<file path="src/rtl/fetch_pkg.sv">
// Shared types and defaults for the instruction-fetch stage.
// Latency: n/a (types and constants only).
// Backpressure: n/a.
package fetch_pkg;

   localparam int          XLEN_DEFAULT     = 32;
   localparam logic [31:0] RESET_PC_DEFAULT = 32'h0000_0000;

   // Fetch controller states: idle, request outstanding, entry parked in skid,
   // and draining a request whose result must be thrown away after a redirect.
   typedef enum logic [1:0] {
      S_IDLE  = 2'd0,
      S_BUSY  = 2'd1,
      S_HOLD  = 2'd2,
      S_DRAIN = 2'd3
   } fetch_state_t;

   typedef struct packed {
      logic [XLEN_DEFAULT-1:0] pc;
      logic [XLEN_DEFAULT-1:0] instr;
   } fetch_entry_t;

endpackage

</file>
<file path="src/rtl/fetch_skid_buffer.sv">
// One-entry holding register for a fetched {pc, instr} that ID could not take.
// Latency: loaded value visible one cycle after load; unload/clear empty it on the next edge.
// Backpressure: none internally; the owner only loads when empty and unloads when ID frees up.
module fetch_skid_buffer
   import fetch_pkg::*;
#(
   parameter type entry_t = fetch_entry_t
) (
   input  logic   clk,
   input  logic   rst_n,
   input  logic   load,
   input  logic   unload,
   input  logic   clear,
   input  entry_t load_dat,
   output entry_t dat,
   output logic   full
);

   // Clear (flush) wins over load, load wins over unload.
   always_ff @(posedge clk or negedge rst_n) begin
      if (!rst_n) begin
         full <= 1'b0;
         dat  <= '0;
      end else if (clear) begin
         full <= 1'b0;
      end else if (load) begin
         full <= 1'b1;
         dat  <= load_dat;
      end else if (unload) begin
         full <= 1'b0;
      end
   end

endmodule

</file>
<file path="src/rtl/pc_fetch_unit.sv">
// Fetch stage: owns the PC, issues imem requests, fills the IF/ID register.
// Latency: first IF/ID entry two cycles after reset release with a zero-wait memory; then one per cycle.
// Backpressure: ID stall parks one returned word in a skid entry and stops issuing until ID drains it.
module pc_fetch_unit
   import fetch_pkg::*;
#(
   parameter int              XLEN     = XLEN_DEFAULT,
   parameter logic [XLEN-1:0] RESET_PC = XLEN'(RESET_PC_DEFAULT)
) (
   input  logic            clk,
   input  logic            rst_n,
   output logic [XLEN-1:0] pc_out,
   input  logic [XLEN-1:0] pc_incremented,
   input  logic            branch_taken,
   input  logic [XLEN-1:0] branch_target,
   input  logic            stall,
   output logic            imem_req,
   output logic [XLEN-1:0] imem_addr,
   input  logic            imem_ack,
   input  logic [XLEN-1:0] imem_rdata,
   output logic            ifid_valid,
   output logic [XLEN-1:0] ifid_pc,
   output logic [XLEN-1:0] ifid_instr
);

   typedef struct packed {
      logic [XLEN-1:0] pc;
      logic [XLEN-1:0] instr;
   } entry_t;

   fetch_state_t    state, state_nxt;
   logic [XLEN-1:0] pc, pc_nxt;
   logic            req_nxt;
   logic [XLEN-1:0] addr_nxt;
   logic            ifid_valid_nxt;
   logic [XLEN-1:0] ifid_pc_nxt, ifid_instr_nxt;

   logic            skid_load, skid_unload, skid_clear, skid_full;
   entry_t          skid_in, skid_dat;
   logic            slot_free;

   assign pc_out    = pc;
   assign slot_free = !ifid_valid || !stall;
   assign skid_in   = '{pc: imem_addr, instr: imem_rdata};

   fetch_skid_buffer #(.entry_t(entry_t)) u_skid (
      .clk      (clk),
      .rst_n    (rst_n),
      .load     (skid_load),
      .unload   (skid_unload),
      .clear    (skid_clear),
      .load_dat (skid_in),
      .dat      (skid_dat),
      .full     (skid_full)
   );

   // State and all registered outputs; reset clears everything immediately.
   always_ff @(posedge clk or negedge rst_n) begin
      if (!rst_n) begin
         state      <= S_IDLE;
         pc         <= RESET_PC;
         imem_req   <= 1'b0;
         imem_addr  <= '0;
         ifid_valid <= 1'b0;
         ifid_pc    <= '0;
         ifid_instr <= '0;
      end else begin
         state      <= state_nxt;
         pc         <= pc_nxt;
         imem_req   <= req_nxt;
         imem_addr  <= addr_nxt;
         ifid_valid <= ifid_valid_nxt;
         ifid_pc    <= ifid_pc_nxt;
         ifid_instr <= ifid_instr_nxt;
      end
   end

   // Next-state and next-output decode; a redirect pre-empts any launch or IF/ID write.
   always_comb begin
      state_nxt      = state;
      pc_nxt         = pc;
      req_nxt        = imem_req;
      addr_nxt       = imem_addr;
      // An entry taken by ID this cycle disappears unless something refills the slot.
      ifid_valid_nxt = ifid_valid && stall;
      ifid_pc_nxt    = ifid_pc;
      ifid_instr_nxt = ifid_instr;
      skid_load      = 1'b0;
      skid_unload    = 1'b0;
      skid_clear     = 1'b0;

      if (branch_taken) begin
         pc_nxt         = branch_target;
         ifid_valid_nxt = 1'b0;
         skid_clear     = 1'b1;
         case (state)
            S_IDLE:  state_nxt = S_IDLE;
            S_HOLD:  state_nxt = S_IDLE;
            S_BUSY, S_DRAIN: begin
               // The outstanding request must still complete; its data is dropped.
               if (imem_ack) begin
                  req_nxt   = 1'b0;
                  state_nxt = S_IDLE;
               end else begin
                  state_nxt = S_DRAIN;
               end
            end
            default: state_nxt = S_IDLE;
         endcase
      end else begin
         case (state)
            S_IDLE: begin
               req_nxt   = 1'b1;
               addr_nxt  = pc;
               pc_nxt    = pc_incremented;
               state_nxt = S_BUSY;
            end
            S_BUSY: begin
               if (imem_ack) begin
                  if (slot_free) begin
                     ifid_valid_nxt = 1'b1;
                     ifid_pc_nxt    = imem_addr;
                     ifid_instr_nxt = imem_rdata;
                     req_nxt        = 1'b1;
                     addr_nxt       = pc;
                     pc_nxt         = pc_incremented;
                  end else begin
                     skid_load = 1'b1;
                     req_nxt   = 1'b0;
                     state_nxt = S_HOLD;
                  end
               end
            end
            S_HOLD: begin
               if (!stall && skid_full) begin
                  skid_unload    = 1'b1;
                  ifid_valid_nxt = 1'b1;
                  ifid_pc_nxt    = skid_dat.pc;
                  ifid_instr_nxt = skid_dat.instr;
                  req_nxt        = 1'b1;
                  addr_nxt       = pc;
                  pc_nxt         = pc_incremented;
                  state_nxt      = S_BUSY;
               end
            end
            S_DRAIN: begin
               if (imem_ack) begin
                  req_nxt   = 1'b0;
                  state_nxt = S_IDLE;
               end
            end
            default: state_nxt = S_IDLE;
         endcase
      end
   end

endmodule
</file>
<file path="config.mk">
export PLATFORM = sky130hd
export DESIGN_NAME = pc_fetch_unit
export DESIGN_NICKNAME = d
export VERILOG_FILES = /design/src/rtl/fetch_pkg.sv /design/src/rtl/fetch_skid_buffer.sv /design/src/rtl/pc_fetch_unit.sv
export SDC_FILE = /design/constraint.sdc
export NUM_CORES = 1
export LEC_CHECK = 0
export ABC_CLOCK_PERIOD_IN_PS = 2300
export CORE_MARGIN = 4
export CORE_UTILIZATION = 35
export CTS_CLUSTER_DIAMETER = 40
export DETAILED_ROUTE_END_ITERATION = 10
export HOLD_SLACK_MARGIN = 0.1
export PLACE_DENSITY_LB_ADDON = 0.08
export SYNTH_ARGS = -nofsm -noshare
export SYNTH_HDL_FRONTEND = slang
export SYNTH_HIERARCHICAL = 1
export SYNTH_SLANG_ARGS = --single-unit
</file>
<file path="constraint.sdc">
create_clock -name clk -period 2.3 [get_ports clk]
set_input_delay 0.46 -clock clk [delete_from_list [all_inputs] [get_ports clk]]
set_output_delay 0.46 -clock clk [all_outputs]
set_load 0.03 [all_outputs]
</file>
== Word level (Yosys, flattened, before mapping) ==
Index checks and enable logic that the tools add are counted.

* Output and inout bits: 130
* Bits of input ports: 101
* Register bits after elaboration: 197

* Equal/unequal tests: 12
* Multiplexer cells: 48
* Reductions and logical operators: 18
* Bitwise operators: 2

{| class="wikitable"
|+ Operators with widths
! kind !! count
|-
| $mux 32 || 13
|-
| $pmux 32 s3 || 2
|-
| $pmux 32 s2 || 2
|-
| $mux 1 || 21
|-
| $ne 3x3->1 const B || 5
|-
| $mux 2 || 6
|-
| $reduce_and 5->1 || 2
|-
| $pmux 2 s4 || 1
|-
| $reduce_and 4->1 || 2
|-
| $ne 2x2->1 const B || 3
|-
| $reduce_bool 3->1 || 2
|-
| $eq 2x2->1 const B || 2
|-
| $pmux 1 s4 || 1
|-
| $pmux 2 s2 || 1
|-
| $reduce_bool 4->1 || 1
|-
| $reduce_or 2->1 || 2
|-
| $reduce_and 3->1 || 1
|-
| $eq 2x1->1 const B || 1
|-
| $logic_and 1x1->1 || 2
|-
| $logic_not 1->1 || 2
|-
| $logic_not 2->1 || 1
|-
| $ne 2x1->1 const B || 1
|-
| $not 1->1 || 2
|-
| $pmux 1 s2 || 1
|-
| other kinds (3) || 3
|}

== Depth between registers and ports, before layout ==
Gate-level depths: netlist (run 1).

* Depth in word-level cells: 8
* Mapped depth: 8
* Mapped depth without buffers: 6

== By module ==
Netlist (run 1), hierarchy kept.

{| class="wikitable"
|+ By module, submodules not included
! module !! instances !! seq. area each (um2) !! area an instance (um2) !! cells each
|-
| pc_fetch_unit || 1 || 3303.2 || 6498.7 || 422
|-
| fetch_skid_buffer || 1 || 1626.6 || 2741.4 || 140
|}

== Worst setup path after synthesis (run 1) ==
No wires, ideal clock.

* Path kind: input port to flip-flop
* Start: in branch_taken
* End: reg u_skid/dat[0] (netlist bit)
* Path slack: 0.096 ns
* Path buffers: 5
* Library setup time: 0.125 ns
* Cell stages on the path: 8
* Arrival time: 2.079 ns
* Path through: buf_2 buf_1 clkbuf_1 nor3_1 nor2b_4 buf_12 buf_12 mux2_4

{| class="wikitable"
|+ RTL lines
! item !! line !! RTL
|-
| start: declaration || pc_fetch_unit.sv:14 || <nowiki>input logic branch_taken,</nowiki>
|-
| $mux 1 || pc_fetch_unit.sv:92 || <nowiki>if (branch_taken) begin</nowiki>
|-
| named net skid_load || pc_fetch_unit.sv:38 || <nowiki>logic skid_load, skid_unload, skid_clear, skid_full;</nowiki>
|-
| $reduce_and 2->1 (no source line) || n/a ||
|-
| end signal: assignment || fetch_skid_buffer.sv:28 || <nowiki>dat <= load_dat;</nowiki>
|-
| end: declaration || fetch_skid_buffer.sv:15 || <nowiki>output entry_t dat,</nowiki>
|}

The timed path passes the listed nets, and every way through them passes these cells.
A chain may end at the register's enable or synchronous reset.

== Worst setup path after layout (run 1) ==
* Start: reg state[1]
* End: reg pc[12] (netlist: pc_out[12])

* Longest elaborated chain between the ends: 3

{| class="wikitable"
|+ Ends and longest elaborated chain
! item !! line !! RTL
|-
| start: declaration || pc_fetch_unit.sv:31 || <nowiki>fetch_state_t state, state_nxt;</nowiki>
|-
| start signal: assignment || pc_fetch_unit.sv:68 || <nowiki>state <= state_nxt;</nowiki>
|-
| $eq 2x1->1, or another cell as far along || pc_fetch_unit.sv:111 || <nowiki>case (state)</nowiki>
|-
| $ne 3x3->1 (no source line), or another cell as far along || n/a ||
|-
| $reduce_and 4->1 (no source line) / $mux 32 (equally long branches) || n/a ||
|-
| end signal: assignment || pc_fetch_unit.sv:69 || <nowiki>pc <= pc_nxt;</nowiki>
|-
| end: declaration || pc_fetch_unit.sv:32 || <nowiki>logic [XLEN-1:0] pc, pc_nxt;</nowiki>
|}

Parallel ways exist; a longest one is shown, timed or not.

==> results of run 1 <==
-- cell usage after synthesis (3+ instances only) --
master | instances | area (µm²)
buf_1 | 5 | 18.8
buf_2 | 7 | 35.0
mux2_4 | 120 | 1800
o21ai_0 | 3 | 15.0
buf_6 | 6 | 67.6
nor2_1 | 3 | 11.3
mux2_1 | 10 | 113
nand2b_1 | 3 | 18.8
dfrtp_1 | 197 | 4930
clkbuf_1 | 6 | 22.5
mux2_2 | 159 | 1790
ha_1 | 5 | 62.6
buf_12 | 7 | 140
inv_1 | 6 | 22.5
-- stage by stage --
step	cell area [µm²]	worst slack (ns)
2_1_floorplan	9240	0.0958
3_3_place_gp	12000	-0.216
3_5_place_dp	12000	-0.258
4_1_cts	12600	0.0494
5_1_grt	12600	0.0327
6_report	12600	0.110
-- flip-flops by register name (all words and copies together) (netlist names) --
name / count
pc_out: 32
imem_req: 1
ifid_valid: 1
u_skid/dat: 64
state: 2
imem_addr: 32
u_skid/full: 1
ifid_pc: 32
ifid_instr: 32
-- critical path: stages (launching register included) --
cell and delay, ns:
dfrtp_2 0.44, inv_1 0.11, ha_1 0.22, buf_4 0.16, inv_1 0.07, o32ai_2 0.33
a311oi_4 0.05, buf_4 0.17, clkbuf_16 0.19, mux2_1 0.33
-- worst max-delay path by stage --
| stage | startpoint | to | slack [ns] | cells past startpoint |
|---|---|---|---|---|
| floorplan | branch_taken | u_skid/dat[0] | 0.1 | 8 |
| global placement | stall | ifid_pc[14] | -0.22 | 6 |
| CTS | state[1] | pc_out[7] | 0.05 | 8 |
| global route | state[1] | pc_out[11] | 0.03 | 9 |
| detailed placement | stall | ifid_pc[9] | -0.26 | 6 |
| finish | state[1] | pc_out[12] | 0.11 | 9 |
-- cell type report --
cell class                      instances  share of cell area, %
Multi-Input combinational cell        327                   32.0
Clock inverter                         12                   1.13
Tap cell                              335                   3.31
Sequential cell                       197                   39.0
Clock buffer                           18                   3.47
Timing Repair Buffer                  257                   20.9
Inverter                                6                  0.178
-- cells by family after synthesis --
| kind of cell | count (synthesis) | synth area share (%) |
|---|---|---|
| compound gates | 14 | 1.11 |
| fa+ha+maj | 5 | 0.677 |
| buf+inv | 38 | 3.40 |
| flops | 197 | 53.4 |
| mux | 290 | 40.2 |
| simple gates | 18 | 1.26 |
-- routing by layer --
layer  up-vias  GRT usage [%]  part of all wire [%]
met4         0           4.93                   1.7
li1       2513              -                     -
met5         -              0                     0
met3        21           4.99                   6.9
met2       157           25.1                    47
met1      2835           19.5                    44
-- timing repair --
| action | CTS | global route |
|---|---|---|
| setup buffers | 0 | 1 |
| hold buffers | 1 | 0 |
| setup endpoints to repair | 0 | 67 |
| endpoints found under the hold margin | 48 | 0 |
| resized for setup | 0 | 3 |
-- power by group through the flow --
stage | combinational, W | clock (W) | sequential (W)
floorplan | 0.00377 | 0 | 0.00801
global placement | 0.00942 | 0 | 0.00595
detailed placement | 0.00954 | 0 | 0.00600
CTS | 0.00959 | 0.00312 | 0.00596
global route | 0.0101 | 0.00325 | 0.00616
finish | 0.00956 | 0.00300 | 0.00594
==> run_results.csv, run 1 <==
group,metric,value,unit
run,maxCapViolations,0,
worst_hold_path,worstHoldPathCells,2,
place,port_buffers,230,
yosys,syn_nets,668,
floorplanning,core_area,26000,µm²
place,dp.cells,1119,
setup_path,worstSetupPathType,"flop to flop",
final_layout,final_cells,1152,
power_and_ir_drop,peakVddDrop,659,µV
power_and_ir_drop,power_frac_comb,51.7,%
sta,maxSlewViolCount,0,
drt,vias,5526,
sta,slew-limit-headroom,50.2,%
yosys,synth_area,9240,µm²
yosys,postSynthCellCount,562,
setup_path,r2r_slack,0.11,ns
cts,clk_path_buf_depth,2,
power_and_ir_drop,power_density,1460,nW/µm²
sta,finalCritPeriodShare,95.2,%
cts,cts.clk_slew.worst_paths,0.08,ns
drt,drtIter0Drc,204,
floorplanning,die_h,170,µm
setup_path,worstPathRequired,2.62,ns
cts,cts_tree,"built",
cts,clock_sinks,197,
final_layout,fillCellCount,2254,
floorplanning,pin_count,231,
final_layout,final_cell_mix,"clkdlybuf4s50_1, dfrtp_1, mux2_2",
yosys,yosysSeqAreaShare,53.4,%
yosys,yosys_most_used_dff,"dfrtp_1",
global_route,grt_max_degree,75,
global_route,grt_use_total,15.4,%
drt,drt.antenna.violating_nets,0,
setup_path,ff2ff_path_depth,9,
sta,tightestPinTransition,0.747,ns
place,hpwlAfterDp,14800,µm
yosys,synthArstFlopShare,100,%
sta,finalHoldViolCount,0,
power_and_ir_drop,clockPowerShare,16.2,%
cts,cts-root-buf,"clkbuf_16",
power_and_ir_drop,p_int,0.0114,W
worst_hold_path,min_from,"branch_taken",
yosys,ys_ff_latch,197,
sta,fmax,0.457,GHz
floorplanning,start_util,35.6,%
final_layout,drive_gt1_share,42.4,%
setup_path,crit-reg2reg-capture,"pc_out[12]",
drt,routed_wl,22400,µm
floorplanning,die_w,170,µm
setup_path,startpoint_type,"flop",
yosys,yosys.cell_types.count,34,
worst_hold_path,hold_end,"u_skid/full",
final_layout,layout.core_utilization,48.7,%
sta,timing.hold.ws,0.392,ns
setup_path,worst_setup_path_end_kind,"flop",
sta,fin_crit,2.19,ns
power_and_ir_drop,swShare,38.2,%
setup_path,critPathArrivalTime,2.51,ns
final_layout,regArea,4930,µm²
drt,drc,0,
yosys,synth_edf_count,0,
cts,clk_latency,0.43,ns
outcome,status,"finished clean",
power_and_ir_drop,power,0.0185,W
floorplanning,die_area,29100,µm²
drt,drt-pass1-iter-count,4,
cts,numCtsBuffers,17,
global_route,gr-total-overflow,0,
setup_path,worstPathMaxFanout,16,
final_layout,area_growth,36.9,%
drt,avgRoutedWirePerCell,19.5,µm
drt,via_per_inst,4.80,
yosys,syn_area_per_cell,16.4,µm²
final_layout,multi_input_area,4050,µm²
power_and_ir_drop,p_sw,0.00707,W
sta,setup_viol,0,
power_and_ir_drop,seqPwrFrac,32.1,%
setup_path,r2r_start,"state[1]",
final_layout,nets,912,
sta,rsz0062_at_grt,"no",
final_layout,final_common_cell,"clkdlybuf4s50_1",
cts,htreeDepth,4,
floorplanning,rows,59,
global_route,antenna_found_initial,0,
sta,setup_tns,0,ns
global_route,grt_pass1_vias,6306,
place,place.gp.congestion,0.788,
worst_hold_path,hold_class,"input port to flop",
global_route,grt_pass1_wl,35200,µm
final_layout,num_antenna_cells,0,
yosys,synth_warnings,6,
power_and_ir_drop,p_leak,5.57,nW
sta,clock_skew,0.0107,ns
Note: power is estimated with default switching activity, not from simulation.
==> run 2, diff against run 1 <==
MAX_ROUTING_LAYER = met4   (was default)
==> run_results.csv, run 2 (same netlist as run 1, synthesis figures left out) <==
group,metric,value,unit
outcome,status,"finished clean",
global_route,grt.busiest_layer,"met2",
power_and_ir_drop,p_sw,0.00707,W
global_route,antenna_found_initial,0,
floorplanning,start_util,35.6,%
drt,drc,0,
floorplanning,die_h,170,µm
cts,cts-root-buf,"clkbuf_16",
setup_path,crit_slowest_cell,"dfrtp_2",
drt,avgRoutedWirePerCell,19.5,µm
sta,tightestPinTransition,0.747,ns
worst_hold_path,hold_class,"input port to flop",
final_layout,final_common_cell,"clkdlybuf4s50_1",
place,place_ws,-0.258,ns
cts,numCtsBuffers,17,
final_layout,nets,912,
sta,rsz0062_at_grt,"no",
setup_path,startpoint_type,"flop",
global_route,grt_pass1_wl,35200,µm
setup_path,worst_setup_path_end_kind,"flop",
floorplanning,die_area,29100,µm²
setup_path,worstSetupPathType,"flop to flop",
power_and_ir_drop,clockPowerShare,16.3,%
setup_path,worstPathMaxFanout,16,
global_route,grtUsageMet3,4.39,%
setup_path,worstPathRequired,2.62,ns
floorplanning,core_area,26000,µm²
drt,drtIter0Drc,186,
place,port_buffers,230,
setup_path,crit_chain,"inv_1 > ha_1 > buf_4 > inv_1 > o32ai_2 > a311oi_4 > buf_4 > clkbuf_16 > mux2_1",
drt,drt.antenna.violating_nets,0,
sta,finalHoldViolCount,0,
drt,routed_wl,22400,µm
place,hpwlAfterDp,14800,µm
sta,setup_viol,0,
drt,drt-pass1-iter-count,4,
power_and_ir_drop,p_leak,5.57,nW
place,dpl-instance-area,12000,µm²
global_route,grt_pass1_vias,6316,
cts,cts.clk_slew.worst_paths,0.08,ns
power_and_ir_drop,swShare,38.2,%
global_route,grt_use_total,15.9,%
run,maxCapViolations,0,
final_layout,final_cell_mix,"clkdlybuf4s50_1, dfrtp_1, mux2_2",
sta,finalCritPeriodShare,95.4,%
floorplanning,rows,59,
sta,worst_slack,0.106,ns
sta,fin_crit,2.19,ns
final_layout,largest-register,"u_skid/dat",
cts,clock_sinks,197,
final_layout,area_growth,36.9,%
global_route,grt_use_met2,25.1,%
drt,via_per_inst,4.79,
final_layout,num_antenna_cells,0,
sta,fmax,0.456,GHz
power_and_ir_drop,seqPwrFrac,32.1,%
power_and_ir_drop,p_int,0.0114,W
sta,maxSlewViolCount,0,
cts,clk_latency,0.43,ns
global_route,grt_max_degree,75,
global_route,gr-total-overflow,0,
power_and_ir_drop,power_frac_comb,51.7,%
place,place.gp.congestion,0.800,
final_layout,drive_gt1_share,42.4,%
floorplanning,die_w,170,µm
cts,clk_path_buf_depth,2,
sta,timing.hold.ws,0.388,ns
sta,clock_skew,0.0114,ns
sta,slew-limit-headroom,50.2,%
drt,vias,5523,
setup_path,crit_family,"buffers and inverters",
setup_path,critPathArrivalTime,2.51,ns
power_and_ir_drop,power_density,1460,nW/µm²
cts,cts_tree,"built",
floorplanning,pin_count,231,
sta,setup_tns,0,ns
final_layout,fin_area,12600,µm²
setup_path,critical_path.max_stage_delay,0.44,ns
cts,htreeDepth,4,
setup_path,crit_buf_inv,5,
global_route,use_met1,19.9,%
power_and_ir_drop,peakVddDrop,660,µV
final_layout,largest_reg_flops,64,
run 2: cell counts in the layout (fill, tap and decap cells not counted):
Identical to the previous run, type by type.
run 2: power groups by stage:
stage / logic (W) / registers, W / clock network (W)
2_1_floorplan: 0.00377 / 0.00801 / 0
3_3_place_gp: 0.00942 / 0.00595 / 0
3_5_place_dp: 0.00954 / 0.00600 / 0
4_1_cts: 0.00959 / 0.00596 / 0.00312
5_1_grt: 0.0101 / 0.00616 / 0.00325
6_report: 0.00956 / 0.00593 / 0.00301
run 2: worst paths after layout:
check | end | startpoint | depth (start not counted) | slack, ns
worst max-delay path | pc_out[12] | state[1] | 9 | 0.11
worst min-delay path | u_skid/full | branch_taken | 2 | 0.39
worst max register to register | pc_out[12] | state[1] | 9 | 0.11
worst min register to register | u_skid/dat[14] | u_skid/dat[14] | 1 | 0.51
max in group asynchronous | ifid_instr[10] | rst_n | 3 | 0.97
min in group asynchronous | pc_out[9] | rst_n | 2 | 0.55
run 2: layout make-up:
class	count	area, µm²
fill	2254	13300
sequential	197	4930
multi-input combinational	327	4050
timing repair buffer	257	2650
clock buffer	18	439
tap	335	419
clock inverter	12	143
inverter	6	22.5
run 2: worst reg2reg max path, delay by kind of cell, from the launching register on:
family	cells	cell delay, ns
flops	1	0.44
fa+ha+maj	1	0.22
buf+inv	5	0.71
mux	1	0.34
compound gates	2	0.38
run 2: per-layer routing:
layer | vias to the layer above | share of wire [%]
met3 | 24 | 6.0
met4 | 0 | 1.6
li1 | 2509 | -
met2 | 154 | 48
met5 | - | 0
met1 | 2836 | 45
run 2: stage by stage:
step                      total power, W  std cells  util [%]
after floorplan                   0.0118        562         -
after global placement            0.0154       1119      46.2
after detailed placement          0.0155       1119      46.2
after CTS                         0.0187       1150      48.5
after global routing              0.0195       1152      48.7
final                             0.0185       1152      48.7
run 2: what timing repair did:
action | 4_1_cts | 5_1_grt
setup endpoints to repair | 0 | 67
resized for setup | 0 | 3
setup buffers | 0 | 1
hold endpoints to repair | 48 | 0
hold buffers | 1 | 0
